--- src/rtl/s2p_arb_pkg.sv ---
// s2p_arb_pkg: shared types and constants for the lane arbiter and its output FIFO.
package s2p_arb_pkg;
  localparam int FIFO_DEPTH = 2;
  localparam int MAX_LANE_W = 4;
  typedef enum logic [1:0] {IDLE, GRANT, WAIT_START, RECEIVE} arb_state_t;
  typedef struct packed {
    logic [MAX_LANE_W-1:0] lane;
    logic [7:0]            data;
    logic                  parity_error;
  } s2p_entry_t;
endpackage

--- src/rtl/s2p_arb_fifo.sv ---
// s2p_arb_fifo: 2-entry register FIFO of tagged bytes; entry 0 is always the head.
module s2p_arb_fifo
  import s2p_arb_pkg::*;
(
  input  logic       clock,
  input  logic       reset_n,
  input  logic       push,
  input  logic       pop,
  input  s2p_entry_t din,
  output s2p_entry_t dout,
  output logic       full,
  output logic       empty,
  output logic [1:0] count
);
  s2p_entry_t e0_q, e0_d, e1_q, e1_d;
  logic [1:0] count_q, count_d;
  logic       do_pop, do_push;
  always_comb begin
    do_pop = pop && count_q != 2'd0;
    do_push = push && (count_q != 2'(FIFO_DEPTH) || do_pop);
    count_d = count_q + {1'b0, do_push} - {1'b0, do_pop};
    e0_d = do_pop ? e1_q : e0_q;
    e1_d = e1_q;
    if (do_push) begin
      if (count_d == 2'd1) e0_d = din;
      else e1_d = din;
    end
  end
  always_ff @(posedge clock or negedge reset_n) begin
    if (!reset_n) begin
      e0_q <= '0;
      e1_q <= '0;
      count_q <= '0;
    end else begin
      e0_q <= e0_d;
      e1_q <= e1_d;
      count_q <= count_d;
    end
  end
  assign dout = e0_q;
  assign full = count_q == 2'(FIFO_DEPTH);
  assign empty = count_q == 2'd0;
  assign count = count_q;
endmodule

--- src/rtl/serial_to_parallel.sv ---
// serial_to_parallel: LSB-first 8-bit deserialiser with optional even-parity check bit.
module serial_to_parallel (
  input  logic       clock,
  input  logic       reset_n,
  input  logic       start_bit,
  input  logic       serial_data,
  input  logic       parity_enable,
  output logic       data_valid,
  output logic [7:0] data_out,
  output logic       parity_error
);
  logic       busy_q, busy_d, valid_q, valid_d, perr_q, perr_d;
  logic [3:0] cnt_q, cnt_d;
  logic [7:0] sh_q, sh_d;
  // start_bit qualifies bit 0 in the same cycle; cnt 8 marks the parity slot
  always_comb begin
    busy_d = busy_q;
    cnt_d = cnt_q;
    sh_d = sh_q;
    perr_d = perr_q;
    valid_d = 1'b0;
    if (!busy_q) begin
      if (start_bit) begin
        busy_d = 1'b1;
        cnt_d = 4'd1;
        sh_d[0] = serial_data;
      end
    end else if (cnt_q[3]) begin
      busy_d = 1'b0;
      valid_d = 1'b1;
      perr_d = ^sh_q ^ serial_data;
    end else begin
      sh_d[cnt_q[2:0]] = serial_data;
      cnt_d = cnt_q + 4'd1;
      if (cnt_q == 4'd7 && !parity_enable) begin
        busy_d = 1'b0;
        valid_d = 1'b1;
        perr_d = 1'b0;
      end
    end
  end
  always_ff @(posedge clock or negedge reset_n) begin
    if (!reset_n) begin
      busy_q <= 1'b0;
      cnt_q <= '0;
      sh_q <= '0;
      valid_q <= 1'b0;
      perr_q <= 1'b0;
    end else begin
      busy_q <= busy_d;
      cnt_q <= cnt_d;
      sh_q <= sh_d;
      valid_q <= valid_d;
      perr_q <= perr_d;
    end
  end
  assign data_valid = valid_q;
  assign data_out = sh_q;
  assign parity_error = perr_q;
endmodule

--- src/rtl/s2p_lane_arbiter.sv ---
// s2p_lane_arbiter: round-robin share of one serial_to_parallel between N_LANES serial lanes.
// Define S2P_ARB_STATS_EN to add saturating err_count / to_count outputs.
module s2p_lane_arbiter
  import s2p_arb_pkg::*;
#(
  parameter int N_LANES = 4,
  parameter int START_TIMEOUT = 15,
  localparam int LANE_W = $clog2(N_LANES)
) (
  input  logic               clock,
  input  logic               reset_n,
  input  logic [N_LANES-1:0] lane_req,
  input  logic [N_LANES-1:0] lane_start,
  input  logic [N_LANES-1:0] lane_serial,
  input  logic [N_LANES-1:0] lane_parity_en,
  output logic [N_LANES-1:0] lane_gnt,
  output logic               out_valid,
  input  logic               out_ready,
  output logic [7:0]         out_data,
  output logic [LANE_W-1:0]  out_lane,
  output logic               out_parity_error,
`ifdef S2P_ARB_STATS_EN
  output logic [7:0]         err_count,
  output logic [7:0]         to_count,
`endif
  output logic               timeout
);
  localparam logic [LANE_W:0] NL = (LANE_W+1)'(N_LANES);
  localparam logic [7:0] TO_LIM = 8'(START_TIMEOUT);
  arb_state_t state_q, state_d;
  logic [LANE_W-1:0] sel_q, sel_d, rr_q, rr_d, off, pick;
  logic [N_LANES-1:0] gnt_q, gnt_d, rot;
  logic [2*N_LANES-1:0] req2;
  logic [LANE_W:0] sum, diff;
  logic [7:0] to_cnt_q, to_cnt_d;
  logic par_q, par_d, timeout_q, timeout_d;
  logic start_bit, push, cv_valid, cv_perr, fifo_full, fifo_empty;
  logic [7:0] cv_data;
  logic [1:0] fifo_count_unused;
  s2p_entry_t push_entry, head;
  // rotate so bit 0 is lane rr+1, take the lowest requester, then rotate back
  always_comb begin
    req2 = {lane_req, lane_req} >> ({1'b0, rr_q} + (LANE_W+1)'(1));
    rot = req2[N_LANES-1:0];
    off = '0;
    for (int i = N_LANES - 1; i >= 0; i--) if (rot[i]) off = LANE_W'(i);
    sum = {1'b0, rr_q} + {1'b0, off} + (LANE_W+1)'(1);
    diff = sum - NL;
    pick = (sum >= NL) ? diff[LANE_W-1:0] : sum[LANE_W-1:0];
  end
  always_comb begin
    state_d = state_q;
    sel_d = sel_q;
    rr_d = rr_q;
    par_d = par_q;
    to_cnt_d = to_cnt_q;
    gnt_d = '0;
    timeout_d = 1'b0;
    start_bit = 1'b0;
    push = 1'b0;
    case (state_q)
      IDLE: if (|lane_req && !fifo_full) begin
        state_d = GRANT;
        sel_d = pick;
        par_d = lane_parity_en[pick];
        gnt_d = N_LANES'(1) << pick;
      end
      GRANT: begin
        state_d = WAIT_START;
        rr_d = sel_q;
        to_cnt_d = '0;
      end
      WAIT_START: begin
        start_bit = lane_start[sel_q];
        to_cnt_d = to_cnt_q + 8'd1;
        if (start_bit) state_d = RECEIVE;
        else if (to_cnt_d == TO_LIM) begin
          timeout_d = 1'b1;
          state_d = IDLE;
        end
      end
      default: if (cv_valid) begin
        push = 1'b1;
        state_d = IDLE;
      end
    endcase
  end
  always_ff @(posedge clock or negedge reset_n) begin
    if (!reset_n) begin
      state_q <= IDLE;
      sel_q <= '0;
      rr_q <= LANE_W'(N_LANES - 1);
      par_q <= 1'b0;
      to_cnt_q <= '0;
      gnt_q <= '0;
      timeout_q <= 1'b0;
    end else begin
      state_q <= state_d;
      sel_q <= sel_d;
      rr_q <= rr_d;
      par_q <= par_d;
      to_cnt_q <= to_cnt_d;
      gnt_q <= gnt_d;
      timeout_q <= timeout_d;
    end
  end
  serial_to_parallel u_s2p (
    .clock        (clock),
    .reset_n      (reset_n),
    .start_bit    (start_bit),
    .serial_data  (lane_serial[sel_q]),
    .parity_enable(par_q),
    .data_valid   (cv_valid),
    .data_out     (cv_data),
    .parity_error (cv_perr)
  );
  assign push_entry = {MAX_LANE_W'(sel_q), cv_data, cv_perr};
  s2p_arb_fifo u_fifo (
    .clock  (clock),
    .reset_n(reset_n),
    .push   (push),
    .pop    (out_valid && out_ready),
    .din    (push_entry),
    .dout   (head),
    .full   (fifo_full),
    .empty  (fifo_empty),
    .count  (fifo_count_unused)
  );
  assign lane_gnt = gnt_q;
  assign timeout = timeout_q;
  assign out_valid = !fifo_empty;
  assign out_data = head.data;
  assign out_lane = head.lane[LANE_W-1:0];
  assign out_parity_error = head.parity_error;
`ifdef S2P_ARB_STATS_EN
  logic [7:0] err_q, err_d, toc_q, toc_d;
  always_comb begin
    err_d = (push && cv_perr && err_q != 8'hFF) ? err_q + 8'd1 : err_q;
    toc_d = (timeout_d && toc_q != 8'hFF) ? toc_q + 8'd1 : toc_q;
  end
  always_ff @(posedge clock or negedge reset_n) begin
    if (!reset_n) begin
      err_q <= '0;
      toc_q <= '0;
    end else begin
      err_q <= err_d;
      toc_q <= toc_d;
    end
  end
  assign err_count = err_q;
  assign to_count = toc_q;
`endif
endmodule
--- config.mk ---
export PLATFORM = sky130hd
export DESIGN_NAME = s2p_lane_arbiter
export DESIGN_NICKNAME = d
export VERILOG_FILES = /design/src/rtl/s2p_arb_pkg.sv /design/src/rtl/s2p_arb_fifo.sv /design/src/rtl/serial_to_parallel.sv /design/src/rtl/s2p_lane_arbiter.sv
export SDC_FILE = /design/constraint.sdc
export NUM_CORES = 1
export LEC_CHECK = 0
export CAP_MARGIN = 20
export CORE_ASPECT_RATIO = 0.6
export CORE_MARGIN = 3
export CORE_UTILIZATION = 50
export CTS_CLUSTER_SIZE = 14
export DETAILED_ROUTE_END_ITERATION = 8
export HOLD_SLACK_MARGIN = 0.03
export PLACE_DENSITY_LB_ADDON = 0.25
export SYNTH_ARGS = -nofsm -noshare
export SYNTH_HDL_FRONTEND = slang
export SYNTH_SLANG_ARGS = --single-unit
--- constraint.sdc ---
create_clock -name clock -period 2.9 [get_ports clock]
set_clock_uncertainty 0.05 [all_clocks]
set_input_delay 0.58 -clock clock [delete_from_list [all_inputs] [get_ports clock]]
set_output_delay 0.58 -clock clock [all_outputs]
set_load 0.01 [all_outputs]
==> impl_metrics.env, run 1 <==
export IMPL_postCtsHoldBufs=0
export IMPL_powerDensity_nw_per_um2=1054
export IMPL_clkSinkCount=59
export IMPL_tightestPinTransition_ns=0.7386
export IMPL_diodes=0
export IMPL_layout_setup_ws_ns=0.3345
export IMPL_start_util_pct=53.48
export IMPL_grt_pass1_vias=2207
export IMPL_finalHoldViolCount=0
export IMPL_postCtsSetupBuffers=0
export IMPL_num_vias=2283
export IMPL_placed_cell_area_um2=3521
export IMPL_arrival_ns=2.73
export IMPL_place_gp_congestion=0.7974
export IMPL_first_pass_iters=4
export IMPL_rsz0062_at_grt="no"
export IMPL_htree_levels=3
export IMPL_initialDrtViolationCount=97
export IMPL_clk_pin_slew_ns=0.07
export IMPL_avgViaCountPerCell=5.436
export IMPL_outcome="completed"
export IMPL_worstSetupPathType="in2reg"
export IMPL_cp_start_kind="input port"
export IMPL_core_area_um2=5781
export IMPL_wl_per_cell_um=14.83
export IMPL_nets=364
export IMPL_async_flop_share_pct=100.0
export IMPL_cts_root_buffer="clkbuf_8"
export IMPL_cts_buffers=9
export IMPL_setup_viol=0
export IMPL_cp_cell_sequence="clkdlybuf4s50_1, nand2_1, inv_1, ha_1, inv_1, ha_1, xnor2_1, xnor2_1, a21boi_0, buf_4, mux2_2"
export IMPL_drc=0
export IMPL_yosysUniqueCellTypes=48
export IMPL_synth_ff_type="dfrtp_1"
export IMPL_die_height_um=66.91
export IMPL_critPathMaxStageDelay_ns=0.44
export IMPL_hpwl_mm=4.501
export IMPL_worstPathRequired_ns=3.07
export IMPL_dp_cells=404
export IMPL_fp_dieW_um=107.5
export IMPL_insertion_delay_ns=0.33
export IMPL_num_io_pins=36
export IMPL_fmax_mhz=389.8
export IMPL_maxCapViolations=0
export IMPL_netlist_instances=293
export IMPL_drive_above_1_share_pct=15.59
export IMPL_peakVddDrop_mv=0.4545
export IMPL_antenna_found_initial=0
export IMPL_wl_mm=6.230
export IMPL_syn_area_per_cell_um2=10.55
export IMPL_tns_ns=0
export IMPL_ys_ff_latch=59
export IMPL_cts_tree="built"
export IMPL_seq_area_frac_synth_pct=47.83
export IMPL_final_util_pct=64.37
export IMPL_fin_cells=420
export IMPL_cts_resized=0
export IMPL_synth_area_um2=3092
export IMPL_grt_usage_pct=19.55
export IMPL_slew_violations=0
export IMPL_finalCritPeriodShare_pct=88.47
export IMPL_syn_num_nets=322
export IMPL_dieArea_um2=7194
export IMPL_cpMaxStageDelayCell="clkdlybuf4s50_1"
export IMPL_min_period_ns=2.565
export IMPL_grt_pass1_wl_mm=10.65
export IMPL_relSlewSlack_pct=50.76
export IMPL_overflow=0
export IMPL_port_buffers=35
export IMPL_most_common_layout_cells="57 x dfrtp_1, 34 x clkdlybuf4s50_1, 25 x nand2_1, 21 x mux2_2"
export IMPL_final_area_um2=3721
export IMPL_syn_to_final_growth_pct=20.36
export IMPL_grt_max_degree=60
export IMPL_pre_cts_slack_ns=0.01515
export IMPL_min_path_type="in2async"
export IMPL_clockBufferDepth=2
export IMPL_cp_end_kind="flop"
export IMPL_fp_row_count=21
export IMPL_n_fill_cell=457
export IMPL_final_common_cell="dfrtp_1"
export IMPL_path_max_fanout=11
export IMPL_ys_warn_count=0
export IMPL_synth_edff_count=0
export IMPL_antenna_left=0
export IMPL_leakage_uw=0.001683
[logic make-up after synthesis]
family                   synth area share [%]
AO/OA/AOI/OAI                           10.89
XOR/XNOR                                4.533
flip-flops                              47.83
buffers and inverters                   4.532
multiplexers                            14.45
AND/OR/NAND/NOR                         13.72
adder cells (fa/ha/maj)                 4.047
[routing by layer]
layer	up-vias	part of all wire, %	global-route usage (%)
li1	1119	-	-
met1	1102	50	27.26
met2	52	44	27.55
met3	10	4.4	7.260
met4	0	1.3	7.244
met5	-	0	0
[registers in the layout, indices dropped and copies added (netlist names)]
register and cells:
lane_gnt 4, par_q 1, rr_q 2, sel_q 2, state_q 2, timeout 1, to_cnt_q 8, u_fifo.count 2
u_fifo.dout 11, u_fifo.e1_q 11, u_s2p.busy_q 1, u_s2p.cnt_q 4, u_s2p.data_out 8, u_s2p.data_valid 1, u_s2p.parity_error 1
[worst paths after layout]
check,endpoint,cells after the start,from,slack (ns)
max in group asynchronous,u_s2p.cnt_q[2]$_DFFE_PN0P_,2,reset_n,1.97
worst max register to register,u_fifo.e1_q[4]$_DFFE_PN0P_,12,u_fifo.count[1]$_DFF_PN0_,0.45
worst min-delay path,u_fifo.dout[10]$_DFF_PN0_,2,reset_n,0.34
worst max-delay path,u_fifo.e1_q[4]$_DFFE_PN0P_,11,out_ready,0.33
min in group clock,u_fifo.e1_q[10]$_DFFE_PN0P_,1,u_fifo.e1_q[10]$_DFFE_PN0P_,0.47
worst min register to register,u_fifo.e1_q[10]$_DFFE_PN0P_,1,u_fifo.e1_q[10]$_DFFE_PN0P_,0.47
[synthesized netlist by cell type, drive strengths merged, types with 7 or more instances]
cell type / number / area (um2)
buf: 7 / 50.04
nand3: 10 / 50.05
mux2: 22 / 251.5
nor2: 20 / 75.07
mux2i: 15 / 150.1
inv: 21 / 78.82
a21oi: 18 / 90.09
ha: 10 / 125.1
dfrtp: 57 / 1426
o21ai: 12 / 60.05
xnor2: 15 / 131.4
nand2: 26 / 100.1
[area by class of cell]
| class | instances | area, um2 | share of cell area [%] |
|---|---|---|---|
| flip-flops and latches | 59 | 1479 | 39.74 |
| multi-input cells | 203 | 1473 | 39.58 |
| repair buffers | 41 | 390.4 | 10.49 |
| clock buffers | 9 | 123.9 | 3.329 |
| well taps | 80 | 100.1 | 2.690 |
| inverters | 21 | 78.83 | 2.118 |
| clock inverters | 7 | 76.32 | 2.051 |
[metrics by stage]
stage / power, uW / hold slack (ns)
after floorplan: 2661 / 0.2344
after global placement: 3126 / 0.4418
after detailed placement: 3192 / 0.4479
after CTS: 3952 / 0.3490
after global routing: 4232 / 0.3789
final: 3920 / 0.3395
[critical path, delay by kind of cell]
family	cells	cell delay, ns
simple gates	1	0.09
mux	1	0.35
xor+xnor	2	0.29
buf+inv	4	0.76
fa+ha+maj	2	0.46
compound gates	1	0.20
[power breakdown]
part | switching, uW | internal (uW)
Sequential | 343 | 1150
Combinational | 806 | 881
Clock | 339 | 400
Total | 1490 | 2430
Note: power is estimated with default switching activity, not from simulation.
==> inputs of run 2 (changes only) <==
--- a/config.mk
+++ b/config.mk
@@ -6,9 +6,11 @@
 export NUM_CORES = 1
 export LEC_CHECK = 0
 export CAP_MARGIN = 20
+export CELL_PAD_IN_SITES_DETAIL_PLACEMENT = 1
+export CELL_PAD_IN_SITES_GLOBAL_PLACEMENT = 1
 export CORE_ASPECT_RATIO = 0.6
 export CORE_MARGIN = 3
-export CORE_UTILIZATION = 50
+export CORE_UTILIZATION = 40
 export CTS_CLUSTER_SIZE = 14
 export DETAILED_ROUTE_END_ITERATION = 8
 export HOLD_SLACK_MARGIN = 0.03
==> run 2 against run 1 <==
  * Worst hold slack improved by 0.018 ns
  * Sequential cell count unchanged
  * Non-clock buffer count increased by 1
  * Global-route usage decreased by 0.85 points
  * Sequential power increased by 3%
  * Clock-buffer cell count increased by 3
  * Total power increased by 8.3%
  * Final area increased by 3.2%
  * Critical path depth unchanged
  * Critical endpoint is now u_fifo.e1_q[1]$_DFFE_PN0P_
==> impl_metrics.env, run 2 (synthesized netlist as in run 1, its figures left out) <==
export IMPL_grt_max_degree=60
export IMPL_p_total_uw=4247
export IMPL_num_vias=2324
export IMPL_peakVddDrop_mv=0.3616
export IMPL_avgViaCountPerCell=5.222
export IMPL_overflow=0
export IMPL_drc=0
export IMPL_worstPathRequired_ns=3.06
export IMPL_seq_area_um2=1479
export IMPL_layout_setup_ws_ns=0.2361
export IMPL_fp_row_count=24
export IMPL_cts_resized=0
export IMPL_clk_pin_slew_ns=0.05
export IMPL_cts_buffers=9
export IMPL_powerDensity_nw_per_um2=1106
export IMPL_first_pass_iters=4
export IMPL_pre_cts_slack_ns=0.002365
export IMPL_outcome="completed"
export IMPL_tightestPinTransition_ns=0.7525
export IMPL_grt_pass1_vias=2415
export IMPL_drive_above_1_share_pct=15.54
export IMPL_reg2regPathDepth=12
export IMPL_fp_dieW_um=119.5
export IMPL_postCtsHoldBufs=0
export IMPL_initialDrtViolationCount=146
export IMPL_finalCritPeriodShare_pct=91.86
export IMPL_clockBufferDepth=2
export IMPL_grt_usage_pct=18.70
export IMPL_wl_per_cell_um=16.78
export IMPL_min_path_type="in2async"
export IMPL_most_common_layout_cells="57 x dfrtp_1, 34 x clkdlybuf4s50_1, 25 x nand2_1, 21 x mux2_2"
export IMPL_arrival_ns=2.83
export IMPL_min_period_ns=2.664
export IMPL_cp_end_kind="flop"
export IMPL_antenna_found_initial=0
export IMPL_cp_start_kind="input port"
export IMPL_setup_viol=0
export IMPL_rsz0062_at_grt="no"
export IMPL_core_area_um2=7387
export IMPL_finalHoldViolCount=0
export IMPL_worstReg2RegEnd="u_fifo.e1_q[1]$_DFFE_PN0P_"
export IMPL_cts_tree="built"
export IMPL_slew_violations=0
export IMPL_insertion_delay_ns=0.33
export IMPL_place_gp_congestion=0.8429
export IMPL_tns_ns=0
export IMPL_relSlewSlack_pct=49.84
export IMPL_cts_root_buffer="clkbuf_16"
export IMPL_nets=365
export IMPL_wl_mm=7.467
export IMPL_multiInputGateArea_um2=1473
export IMPL_syn_to_final_growth_pct=24.20
export IMPL_postCtsSetupBuffers=0
export IMPL_dieArea_um2=8855
export IMPL_n_fill_cell=824
export IMPL_grt_pass1_wl_mm=12.63
export IMPL_final_common_cell="dfrtp_1"
export IMPL_diodes=0
export IMPL_num_io_pins=36
export IMPL_maxCapViolations=0
export IMPL_clkSinkCount=59
export IMPL_hpwl_mm=5.201
export IMPL_worstSetupPathType="in2reg"
export IMPL_ff2ff_setup_slack_ns=0.28
export IMPL_port_buffers=35
export IMPL_r2r_start="u_fifo.count[1]$_DFF_PN0_"
export IMPL_final_util_pct=51.98
export IMPL_holdWs_ns=0.3580
export IMPL_fmax_mhz=375.4
export IMPL_antenna_left=0
export IMPL_leakage_uw=0.001727
export IMPL_path_max_fanout=11
export IMPL_start_util_pct=41.85
export IMPL_die_height_um=74.10
export IMPL_htree_levels=3
[run 2: cell count changes in the layout (fill, tap and decap cells not counted)]
cell | previous run | this run
clkbuf_1 | 0 | 1
clkinv_4 | 2 | 0
bufinv_16 | 1 | 0
clkbuf_8 | 9 | 2
clkinv_2 | 1 | 2
buf_4 | 6 | 7
clkbuf_16 | 0 | 9
inv_6 | 1 | 0
[run 2: worst max path at each step]
| stage | startpoint | end | slack (ns) | depth (start not counted) |
|---|---|---|---|---|
| 6_report | out_ready | u_fifo.e1_q[1]$_DFFE_PN0P_ | 0.24 | 11 |
| 5_1_grt | out_ready | u_fifo.e1_q[10]$_DFFE_PN0P_ | 0.16 | 11 |
| 4_1_cts | out_ready | u_fifo.e1_q[1]$_DFFE_PN0P_ | 0.21 | 11 |
| 3_5_place_dp | out_ready | u_fifo.e1_q[5]$_DFFE_PN0P_ | 0.002 | 11 |
| 3_3_place_gp | out_ready | u_fifo.e1_q[2]$_DFFE_PN0P_ | 0.1 | 11 |
| 2_1_floorplan | u_fifo.count[1]$_DFF_PN0_ | u_fifo.e1_q[0]$_DFFE_PN0P_ | 0.15 | 13 |
[run 2: cell type report]
cell class / instances / share of cell area [%]
multi-input cells: 203 / 38.35
repair buffers: 42 / 10.36
inverters: 21 / 2.053
well taps: 104 / 3.389
flip-flops and latches: 59 / 38.51
clock inverters: 4 / 0.6517
clock buffers: 12 / 6.680
[run 2: through the flow]
step,cells,cell area [um2]
final,445,3840
after global routing,445,3840
after CTS,445,3840
after detailed placement,429,3558
after global placement,429,3558
after floorplan,293,3093
[run 2: routing by layer]
metal	vias up	wire [um]	track usage, %
met1	1163	3675	26.08
met5	-	0	0
met4	0	80	4.949
li1	1114	-	-
met3	6	368	7.067
met2	41	3342	27.69
[run 2: worst max-delay path: stages]
cell and delay [ns]:
clkdlybuf4s50_1 0.43, nand2_1 0.09, inv_1 0.04, ha_1 0.26
inv_1 0.04, ha_1 0.18, xnor2_1 0.19, xnor2_1 0.13
a21boi_0 0.27, buf_4 0.25, mux2_2 0.35
[run 2: power breakdown]
group | switching [uW] | leakage [uW] | internal (uW) | total, uW
Combinational | 853 | 0.000827 | 892 | 1740
Clock | 356 | 0.000135 | 620 | 976
Sequential | 372 | 0.000765 | 1150 | 1530
